File: src/rtl/seg_scan_ctrl.sv
// Two-digit multiplexed seven-segment scan controller for one hex byte.
// Optional leading-zero blanking of the upper digit is enabled with macro SEG_LZB_EN.

typedef enum logic {start, done} mode_t;

module seg_scan_ctrl #(
   parameter int unsigned REFRESH_DIV = 4
) (
   input  logic       clk,
   input  logic       rst_n,
   input  mode_t      mode,
   input  logic [7:0] din,
   input  logic       din_valid,
   output logic       din_ready,
   output logic [6:0] seg,
   output logic [1:0] an,
   output logic       busy
);

   localparam int unsigned CW = (REFRESH_DIV > 1) ? $clog2(REFRESH_DIV) : 1;
   localparam logic [CW-1:0] CNT_MAX = CW'(REFRESH_DIV - 1);

   typedef enum logic [1:0] {IDLE, SCAN, HOLD} state_t;

   state_t        state, state_nx;
   logic [7:0]    data, data_nx;
   logic          idx, idx_nx;
   logic [CW-1:0] cnt, cnt_nx;
   logic [3:0]    nib;
   logic [6:0]    seg_dec;

   function automatic logic [6:0] hex7(input logic [3:0] h);
      logic [6:0] s;
      case (h)
         4'h0: s = 7'h3F;
         4'h1: s = 7'h06;
         4'h2: s = 7'h5B;
         4'h3: s = 7'h4F;
         4'h4: s = 7'h66;
         4'h5: s = 7'h6D;
         4'h6: s = 7'h7D;
         4'h7: s = 7'h07;
         4'h8: s = 7'h7F;
         4'h9: s = 7'h6F;
         4'hA: s = 7'h77;
         4'hB: s = 7'h7C;
         4'hC: s = 7'h39;
         4'hD: s = 7'h5E;
         4'hE: s = 7'h79;
         default: s = 7'h71;
      endcase
      return s;
   endfunction

   always_ff @(posedge clk) begin
      if (!rst_n) begin
         state <= IDLE;
         data  <= '0;
         idx   <= 1'b0;
         cnt   <= '0;
      end else begin
         state <= state_nx;
         data  <= data_nx;
         idx   <= idx_nx;
         cnt   <= cnt_nx;
      end
   end

   always_comb begin
      state_nx = state;
      data_nx  = data;
      idx_nx   = idx;
      cnt_nx   = cnt;
      case (state)
         IDLE: begin
            if (din_valid && mode == start) begin
               data_nx  = din;
               idx_nx   = 1'b0;
               cnt_nx   = '0;
               state_nx = SCAN;
            end
         end
         SCAN, HOLD: begin
            if (cnt == CNT_MAX) begin
               cnt_nx = '0;
               idx_nx = ~idx;
            end else begin
               cnt_nx = cnt + 1'b1;
            end
            // SCAN accepts every valid byte; HOLD only takes one alongside its exit
            if (state == SCAN) begin
               if (din_valid) data_nx = din;
               if (mode == done) state_nx = HOLD;
            end else if (mode == start) begin
               if (din_valid) data_nx = din;
               state_nx = SCAN;
            end
         end
         default: state_nx = IDLE;
      endcase
   end

   assign nib     = idx ? data[7:4] : data[3:0];
   assign seg_dec = hex7(nib);

   always_comb begin
      seg       = '0;
      an        = '0;
      din_ready = 1'b1;
      busy      = 1'b0;
      if (state != IDLE) begin
         busy      = 1'b1;
         din_ready = (state == SCAN);
         an        = idx ? 2'b10 : 2'b01;
`ifdef SEG_LZB_EN
         seg       = (idx && data[7:4] == 4'h0) ? 7'h00 : seg_dec;
`else
         seg       = seg_dec;
`endif
      end
   end

endmodule

File: config.mk
export PLATFORM = sky130hd
export DESIGN_NAME = seg_scan_ctrl
export DESIGN_NICKNAME = d
export VERILOG_FILES = /design/src/rtl/seg_scan_ctrl.sv
export SDC_FILE = /design/constraint.sdc
export NUM_CORES = 1
export LEC_CHECK = 0
export ABC_AREA = 1
export CELL_PAD_IN_SITES_DETAIL_PLACEMENT = 1
export CELL_PAD_IN_SITES_GLOBAL_PLACEMENT = 1
export CORE_ASPECT_RATIO = 2
export CORE_MARGIN = 2
export CORE_UTILIZATION = 35
export CTS_CLUSTER_SIZE = 40
export DETAILED_ROUTE_END_ITERATION = 8
export PLACE_DENSITY = 0.8
export SLEW_MARGIN = 20
export SYNTH_ARGS = -nofsm -noshare
export SYNTH_HDL_FRONTEND = slang
export SYNTH_SLANG_ARGS = --single-unit
File: constraint.sdc
create_clock -name clk -period 1.8 [get_ports clk]
set_input_delay 0.36 -clock clk [delete_from_list [all_inputs] [get_ports clk]]
set_output_delay 0.36 -clock clk [all_outputs]
set_load 0.01 [all_outputs]
**Yosys cells after proc, flatten, opt, wreduce, memory -nomap -nowiden**

Memory sizes are Yosys's and may differ from the RTL's.
Cells that the tools add are included.

- Input bits: 12
- Memory bits (read-only): 112
- Register bits after elaboration: 13
- Memories: 1
- Output and inout port bits: 11

Memories:

| name | depth | width | rd ports | clocked after memory_dff | wr ports | RTL line | RTL |
|---|---|---|---|---|---|---|---|
| (no name shown) | 16 | 7 | 1 | 0 | 0 | 34 | `case (h)` |

- Bitwise operators: 2
- Add/sub/neg operators: 1
- Reduce and logical (&&, ||, !) cells: 9
- Multiplexer cells: 22
- Equality and inequality tests: 7

Operator list:

| cell | count |
|---|---|
| two-way mux 8 bit | 4 |
| two-way mux 2 bit | 8 |
| case mux 8 bit (2 select lines) | 1 |
| AND reduction 3 bit | 3 |
| case mux 2 bit (2 select lines) | 2 |
| two-way mux 7 bit | 1 |
| != test 3 bit (second input constant) | 2 |
| == test 2 bit (second input constant) | 2 |
| two-way mux 1 bit | 4 |
| two-way mux 4 bit | 1 |
| != test 2 bit (second input constant) | 2 |
| nonzero test 2 bit | 2 |
| adder 2 x 1 -> 2 bit (second input constant) | 1 |
| == test 2 x 1 -> 1 bit (second input constant) | 1 |
| zero test 2 bit | 1 |
| NOT 1 bit | 2 |
| case mux 1 bit (2 select lines) | 1 |
| AND reduction 2 bit | 1 |
| OR reduction 2 bit | 1 |
| logical AND 1 bit | 1 |

**Logic depth before layout (Yosys ltp)**

Gate-level depths: netlist of run 1.

- Depth after elaboration: 4
- Gate-level depth with buffers: 10

**Worst setup path after synthesis of run 1**

No wires, ideal clock.

- Kind: flip-flop to output port
- From: reg idx
- To: out seg[0]
- Cell stages (with the launch flop): 11
- Slack: -0.015 ns
- Arrival: 1.455 ns
- Cell sequence: dfxtp_1 > buf_4 > nand2_1 > nand2_1 > inv_1 > ha_1 > inv_1 > nand3_1 > nand3_1 > nand2_1 > nor2_1

- Word-level cells in the longest chain between the ends: 3

RTL lines:

| what | RTL line | RTL |
|---|---|---|
| start, declared | 27 | `logic idx, idx_nx;` |
| start signal, assigned | 64 | `idx <= idx_nx;` |
| two-way mux 4 bit | 103 | `assign nib = idx ? data[7:4] : data[3:0];` |
| memory read (16 x 7 bit) | -- |  |
| two-way mux 7 bit | 111 | `if (state != IDLE) begin` |
| end, declared | 15 | `output logic [6:0] seg,` |

No other way between the ends.

**Worst setup path in the final report of run 1**

Ends and elaborated chain as after synthesis.

==> results of run 1 <==
==> stage by stage <==
stage | setup WS, ns | hold WS [ns] | TNS [ns] | util (%) | cells
floorplan | 0.04230 | 0.4592 | 0 | - | 196
global placement | -0.3328 | 0.4823 | -2.146 | 48.90 | 265
detailed placement | -0.4576 | 0.5204 | -3.039 | 48.90 | 265
CTS | -0.1953 | 0.5340 | -0.7795 | 54.74 | 273
global route | -0.2461 | 0.5862 | -1.347 | 57.68 | 273
finish | -0.1656 | 0.5635 | -0.8912 | 57.68 | 273
==> sequential cells by signal (all words and copies together) (netlist names) <==
signal / cells
cnt: 2
data: 8
idx: 1
state: 2
==> cell usage in the layout, fill, tap and decap left out, drive strengths merged <==
master	netlist	final
clkdlybuf4s50	0	11
nand4	8	8
dfxtp	13	13
or2	2	2
nand3	10	10
inv	39	39
clkdlybuf4s15	0	1
ha	12	12
a21oi	5	5
nand2	65	65
clkbuf	1	4
nor2	33	33
dlygate4sd2	0	2
buf	3	32
o21ai	5	5
==> what timing repair did <==
item	4_1_cts	5_1_grt
hold buffers	0	0
pin swaps	10	14
resized for setup	76	29
setup buffers	4	1
hold endpoints to repair	0	0
gates cloned	0	0
setup endpoints to repair	11	10
==> final cells by class <==
type,instances,area [µm²]
fill,423,1351
multi-input combinational,140,955.9
timing repair buffer,46,372.9
sequential,13,265.3
inverter,39,163.9
clock buffer,4,45.04
tap,31,38.79
==> logic make-up after synthesis <==
kind of cell / synth area share, %
AOI/OAI and AO/OA: 5.514
and+or+nand+nor: 44.75
buffers and inverters: 14.95
DFF: 22.06
adders and majority gates: 12.73
==> metal layers <==
metal | share of wire [%] | vias up | wire length, µm | global-route usage, %
met3 | 1.9 | 15 | 86 | 1.263
met2 | 64 | 29 | 2879 | 47.27
met1 | 29 | 661 | 1322 | 17.52
met5 | 0 | - | 0 | 0
li1 | - | 684 | - | -
met4 | 4.4 | 0 | 199 | 13.37
==> worst min-delay path: stages (launching register included) <==
cell	delay [ns]
dfxtp_1	0.33
nor2_1	0.06
nor2_1	0.12
==> path summary, 6_finish.rpt <==
check | from | end | cells after the start
setup / recovery | idx | seg[0] | 11
hold / removal | cnt[1] | cnt[1] | 2
setup reg to reg | state[0] | cnt[0] | 7
hold reg to reg | cnt[1] | cnt[1] | 2
==> results by group, run 1 <==
Outcome
  – Outcome: finished, violations left
  – Failing checks: negative setup slack

Worst setup path
  – Data required time of the worst path: 1.44 ns
  – Critical-path maximum fanout: 5
  – Flop-to-flop setup slack: 0.31 ns
  – Max stage delay on crit path: 0.39 ns
  – Buf/Inv on CP: 4
  – Most Frequent Cell on Critical Path: nand2_1
  – Critical path launch point type: flip-flop
  – Critical setup path kind: flip-flop to output pin
  – Worst EP arrival: 1.61 ns
  – Crit-path slowest cell: dfxtp_4
  – Cells along the critical path: inv_6 -> nand2_4 -> nand2_8 -> buf_6 -> ha_4 -> inv_2 -> nand2_1 -> nand3_1 -> nand2_1 -> nor2_1 -> buf_2
  – Critical path's top delay family: simple AND/OR/NAND/NOR gates
  – Crit path capture type: output pin

STA
  – RSZ-0062 raised after global routing: yes
  – Fin. max-slew vios: 0
  – Clock skew: 0.001970 ns
  – Slew HR: 64.86%
  – Final Setup Violations: 7
  – Minimum clock period: 1.966 ns
  – Worst slew pin tran: 0.5254 ns
  – Worst setup margin: -0.1656 ns
  – Fin crit share: 109.2%
  – Fmax: 0.5088 GHz
  – Count of final hold-check violations: 0

Detailed routing
  – Routed wire length: 4488 µm
  – Vias: 1389
  – Initial DRC Count: 25
  – Residual DRC: 0
  – DRT Pass-1 Iters: 4
  – Post-route ant nets: 0
  – WL/cell: 16.44 µm
  – Routed vias/inst: 5.088

Placed design
  – Hpwl dp: 3104 µm
  – IO Port Bufs: 22
  – Global placement routability congestion: 0.8227
  – Placed Instance Area: 1562 µm²

Synth
  – Cell Area, Synth: 1180 µm²
  – Post-Syn Nets: 220
  – Ys flop type: dfxtp_1
  – Yosys warnings: 0
  – Cells after Synth: 196
  – Area fraction of the dominant cell type after synthesis: 22.06%
  – Asr flop ratio synth: 0%
  – Sequential fraction of the synthesis area: 22.06%
  – Post-synth EDFFs: 0
  – Seq cells post-synth: 13
  – Top post-synthesis cells by area: dfxtp_1 22%, nand2_1 20%, ha_1 13%, inv_1 12%, nor2_1 10%
  – Most frequent cells after synthesis: 62 x nand2_1, 37 x inv_1, 32 x nor2_1
  – Most instantiated library cell after synthesis: nand2_1
  – Cell taking the most area after synthesis: dfxtp_1
  – Distinct cells, synth: 22
  – Mean Syn Cell Area: 6.020 µm²

Clocking
  – CTS tree: yes
  – Htree depth: 1
  – TritonCTS Buffers: 3
  – Clk Latency, worst-skew pair: 0.25 ns
  – CTS max path bufs: 2
  – CTS root buf: clkbuf_8
  – Clock transition at the registers of the reported paths: 0.06 ns
  – CTS sink count: 13

Global routing
  – Largest net degree at the start of global routing: 14
  – Initial antenna violation count: 0
  – GRT Total Usage: 22.59%
  – Number of global-route vias before repair: 1501
  – Grt total ovfl: 0
  – First-pass GRT wire length: 6423 µm

Finish
  – Fin area: 1842 µm²
  – NumNets Final: 267
  – Share of layout cells above drive strength 1: 35.95%
  – Layout Area Growth over Synthesis: 56.10%
  – Ant diodes: 0

Floorplanning
  – Core Region: 3193 µm²
  – Initial core utilization: 36.95%
  – DIE AREA: 3880 µm²
  – I/O Pins: 23
  – DIE WIDTH: 45.06 µm
  – Row cnt: 29
  – Chip height: 86.11 µm

Worst hold path
  – Hold crit path type: flip-flop to flip-flop

Run
  – Max_cap viols: 0
Power of run 1 is left out: the tool's default activity adds up to more than one toggle a clock period on the data nets, which glitch-free logic cannot reach.
==> run 2: changes to the inputs <==
- SKIP_LAST_GASP: unset -> 1
==> run 2 against run 1 <==
  * The flow still finishes with violations (negative setup slack)
  * Sequential cell count unchanged
  * Register-to-register slack barely moved
  * Via count rose by 2.4%
  * Non-clock buffer count rose by 3
  * Fmax is 1.8% lower
  * Cell count up 1.1%
  * Clock skew hardly changed
  * Die area is the same
  * Utilization increased by 2.2 points
  * Clock-buffer cell count is the same
  * Sequential share of layout area is 0.54 points lower
  * Critical path type unchanged
  * Largest cell class unchanged
  * Highest routed layer unchanged
==> results by group, run 2 (synthesis gave the netlist of run 1 again) <==
Outcome
  – Outcome: finished, violations left
  – Failing checks: negative setup slack

Detailed routing
  – WL/cell: 16.53 µm
  – Initial DRC Count: 33
  – Residual DRC: 0
  – Vias: 1422
  – DRT Pass-1 Iters: 4
  – Routed vias/inst: 5.152
  – Post-route ant nets: 0
  – Routed wire length: 4562 µm

Clocking
  – Clock transition at the registers of the reported paths: 0.06 ns
  – Htree depth: 1
  – CTS sink count: 13
  – # hold bufs at CTS: 0
  – CTS root buf: clkbuf_8
  – Clk Latency, worst-skew pair: 0.25 ns
  – CTS max path bufs: 2
  – TritonCTS Buffers: 3
  – CTS tree: yes

Worst setup path
  – Worst r2r src: state[1]
  – Critical path launch point type: flip-flop
  – Crit path capture type: output pin
  – Worst Setup SP: idx
  – Data required time of the worst path: 1.44 ns
  – Crit-path slowest cell: dfxtp_4
  – Critical-path maximum fanout: 5
  – Critical setup path kind: flip-flop to output pin
  – Cells along the critical path: inv_6 -> nand2_4 -> nand2_8 -> buf_4 -> ha_2 -> inv_1 -> nand2_1 -> nand3_1 -> nand2_1 -> nor2_1 -> buf_2
  – Most Frequent Cell on Critical Path: nand2_1
  – Worst EP arrival: 1.64 ns
  – Max stage delay on crit path: 0.39 ns
  – Flop-to-flop setup slack: 0.31 ns

Global routing
  – Grt total ovfl: 0
  – First-pass GRT wire length: 6486 µm
  – GRT Total Usage: 22.71%
  – Number of global-route vias before repair: 1495
  – Initial antenna violation count: 0
  – Largest net degree at the start of global routing: 14

Finish
  – Final std cells w/o fill: 276
  – Max reg flops: 8
  – Share of layout cells above drive strength 1: 36.33%
  – Commonest non-fill, non-tap cell in the layout: nand2_1
  – NumNets Final: 270
  – Ant diodes: 0
  – Most frequent cells in the layout: 48 x nand2_1, 32 x nor2_1, 31 x inv_1
  – Top Registers: data (8), cnt (2), state (2)
  – Layout Area Growth over Synthesis: 62.14%
  – Biggest register: data

Floorplanning
  – Core Region: 3193 µm²
  – DIE AREA: 3880 µm²
  – I/O Pins: 23
  – Row cnt: 29
  – DIE WIDTH: 45.06 µm
  – Chip height: 86.11 µm
  – Initial core utilization: 36.95%

Worst hold path
  – Worst min-delay path startpoint: cnt[1]
  – Hold crit path type: flip-flop to flip-flop

Placed design
  – Hpwl dp: 3104 µm
  – IO Port Bufs: 22
  – Worst slack at placement: -0.4576 ns
  – Placed cell count: 265
  – Global placement routability congestion: 0.8227

STA
  – Final Setup Violations: 7
  – Clock skew: 0.002411 ns
  – Fin. max-slew vios: 0
  – Slew HR: 65.99%
  – Count of final hold-check violations: 0
  – RSZ-0062 raised after global routing: yes
  – Fin crit share: 111.2%
  – Worst slew pin tran: 0.5085 ns
  – Fmax: 0.4995 GHz
  – Worst setup margin: -0.2020 ns
  – Minimum clock period: 2.002 ns

Run
  – Max_cap viols: 0
[run 2: changes by cell type in the layout (fill, tap and decap cells not counted), moves of 2 or more]
cell,delta
inv_1,+2
nand3_1,-2
nand2_8,+2
nand3_2,+2
inv_2,-2
nand2_2,-2
buf_6,+2
[run 2: worst paths after layout]
path             end  depth (start not counted)
max           seg[0]                         11
min           cnt[1]                          2
max reg2reg  data[2]                          9
min reg2reg   cnt[1]                          2
[run 2: per-layer routing]
| metal | part of all wire (%) | track usage (%) | vias to the layer above | wire, µm |
|---|---|---|---|---|
| li1 | - | - | 690 | - |
| met1 | 30 | 18.16 | 680 | 1388 |
| met2 | 63 | 46.75 | 35 | 2890 |
| met3 | 2.6 | 1.474 | 17 | 118 |
| met4 | 3.6 | 13.64 | 0 | 165 |
| met5 | 0 | 0 | - | 0 |
[run 2: what timing repair did]
item	in CTS	in global routing
buffers inserted	4	4
pin swaps	9	13
setup endpoints to repair	11	10
gates resized for setup	73	36
[run 2: cell type report]
type / count / area, µm²
clock buffer: 4 / 45.04
fill: 414 / 1280
inverter: 39 / 166.4
multi-input combinational: 140 / 983.4
sequential: 13 / 265.3
tap: 31 / 38.79
timing repair buffer: 49 / 414.1
[run 2: per-stage QoR]
| step | setup TNS (ns) | hold WS (ns) | utilization, % | cell area, µm² |
|---|---|---|---|---|
| final | -1.147 | 0.5591 | 59.91 | 1913 |
| after global routing | -1.701 | 0.5856 | 59.91 | 1913 |
| after detailed placement | -3.039 | 0.5204 | 48.90 | 1562 |
| after global placement | -2.146 | 0.4823 | 48.90 | 1562 |
| after floorplan | 0 | 0.4592 | - | 1182 |
| after CTS | -0.8149 | 0.5340 | 54.43 | 1738 |
[run 2: worst max-delay path: cells and delay by family (launching register included)]
family,cells,cell delay [ns]
adder cells (fa/ha/maj),1,0.17
buffers and inverters,4,0.38
flip-flops,1,0.39
AND/OR/NAND/NOR,6,0.43
Power of run 2 is left out for the same reason.
==> run 3: changes to the inputs <==
- CORE_UTILIZATION: 35 -> 36
- CTS_BUF_LIST: unset -> sky130_fd_sc_hd__clkbuf_4
- PLACE_DENSITY: 0.8 -> 0.82
==> run 3 against run 2 <==
  * Clock-buffer cell count is 1 lower
  * Cell area is 5.0% lower
  * Wire length down 10%
  * Sequential share of layout area grew 0.79 points
  * Largest cell class unchanged
  * Clock skew about the same
  * The flow still finishes with violations (negative setup slack)
==> results by group, run 3 (synthesis gave the netlist of run 1 again) <==
STA
  – Fin. max-slew vios: 0
  – Fin crit share: 113.8%
  – TNS Setup: -1.344 ns
  – Worst hold margin: 0.5241 ns
  – Worst slew pin tran: 0.4722 ns
  – Clock skew: 0.002016 ns
  – Minimum clock period: 2.049 ns
  – Fmax: 0.4880 GHz
  – Count of final hold-check violations: 0
  – Slew HR: 68.42%
  – Worst setup margin: -0.2491 ns
  – Final Setup Violations: 7
  – RSZ-0062 raised after global routing: yes

Finish
  – Layout Area Growth over Synthesis: 54.08%
  – Commonest non-fill, non-tap cell in the layout: nand2_1
  – Share of layout cells above drive strength 1: 38.52%
  – Ant diodes: 0
  – Max reg flops: 8
  – Biggest register: data
  – Top Registers: data (8), cnt (2), state (2)
  – NumNets Final: 269
  – Most frequent cells in the layout: 48 x nand2_1, 31 x nor2_1, 28 x inv_1

Detailed routing
  – DRT Pass-1 Iters: 4
  – Initial DRC Count: 19
  – Residual DRC: 0
  – Vias: 1353
  – Routed vias/inst: 4.920
  – Routed wire length: 4085 µm
  – Post-route ant nets: 0
  – WL/cell: 14.85 µm

Clocking
  – # hold bufs at CTS: 0
  – Htree depth: 1
  – Clk Latency, worst-skew pair: 0.29 ns
  – CTS tree: yes
  – CTS max path bufs: 2
  – Clock transition at the registers of the reported paths: 0.08 ns
  – CTS root buf: clkbuf_4
  – TritonCTS Buffers: 3
  – CTS sink count: 13

Global routing
  – Largest net degree at the start of global routing: 14
  – First-pass GRT wire length: 6361 µm
  – GRT Total Usage: 22.58%
  – Initial antenna violation count: 0
  – Number of global-route vias before repair: 1464
  – Grt total ovfl: 0

Worst setup path
  – Critical path launch point type: flip-flop
  – Worst Reg2Reg Path Length in Cells: 10
  – Flop-to-flop setup slack: 0.19 ns
  – Cells along the critical path: inv_6 -> nand2_4 -> nand2_4 -> buf_6 -> ha_4 -> nand2_4 -> nand3_2 -> nand2_1 -> nor2_1 -> buf_2
  – Most Frequent Cell on Critical Path: nand2_4
  – Crit path capture type: output pin
  – Data required time of the worst path: 1.44 ns
  – Crit-path slowest cell: dfxtp_4
  – Max stage delay on crit path: 0.40 ns
  – Critical-path maximum fanout: 5
  – Worst r2r src: state[0]
  – Critical setup path kind: flip-flop to output pin
  – RR Endpoint: idx
  – Worst EP arrival: 1.69 ns

Floorplanning
  – DIE WIDTH: 44.48 µm
  – Chip height: 84.96 µm
  – I/O Pins: 23
  – Row cnt: 29
  – DIE AREA: 3779 µm²
  – Core Region: 3157 µm²
  – Initial core utilization: 37.38%

Placed design
  – Hpwl dp: 2970 µm
  – IO Port Bufs: 22
  – Global placement routability congestion: 0.8229

Worst hold path
  – Worst min-delay path startpoint: cnt[1]
  – Worst hold path cell count: 2
  – Hold endpoint: cnt[1]
  – Hold crit path type: flip-flop to flip-flop

Outcome
  – Outcome: finished, violations left
  – Failing checks: negative setup slack

Run
  – Max_cap viols: 0
[run 3: changes by cell type in the layout (fill, tap and decap cells not counted), sizes merged]
cell,before,now
buf,35,34
dlygate4sd2,3,2
clkinv,0,1
[run 3: stage by stage]
step	cells	util (%)	setup slack [ns]	instance area [µm²]
after floorplan	196	-	0.04230	1182
after global placement	263	48.99	-0.3323	1546
after detailed placement	263	48.99	-0.4471	1546
after CTS	270	53.31	-0.2380	1683
after global routing	275	57.59	-0.3153	1818
final	275	57.59	-0.2491	1818
[run 3: layout make-up]
cell class                      instances  area (µm²)
Clock buffer                            3       22.52
Clock inverter                          1       5.005
Fill cell                             419        1339
Inverter                               39       156.4
Multi-Input combinational cell        140       932.1
Sequential cell                        13       266.5
Tap cell                               31       38.79
Timing Repair Buffer                   48       396.6
[run 3: worst max path at each step]
stage,startpoint,endpoint,slack (ns),depth (start not counted)
final,idx,seg[3],-0.25,10
after global routing,idx,seg[3],-0.32,10
after CTS,idx,seg[2],-0.24,9
after detailed placement,idx,seg[0],-0.45,11
after global placement,idx,seg[0],-0.33,11
after floorplan,idx,seg[0],0.04,10
[run 3: critical path: cells and delay by family (launching register included)]
| kind | cells | cell delay, ns |
|---|---|---|
| flip-flops | 1 | 0.40 |
| adder cells (fa/ha/maj) | 1 | 0.28 |
| buffers and inverters | 3 | 0.32 |
| AND/OR/NAND/NOR | 6 | 0.41 |
[run 3: timing repair]
action | 4_1_cts | 5_1_grt
setup endpoints to repair | 11 | 10
buffers inserted | 4 | 5
pin swaps | 13 | 13
resized for setup | 71 | 33
[run 3: per-layer routing]
metal / global-route usage [%] / vias to the layer above / wire length [µm]
li1: - / 686 / -
met1: 17.74 / 627 / 1293
met2: 47.56 / 27 / 2562
met3: 2.128 / 13 / 90
met4: 11.02 / 0 / 138
met5: 0 / - / 0
Power of run 3 is left out for the same reason.
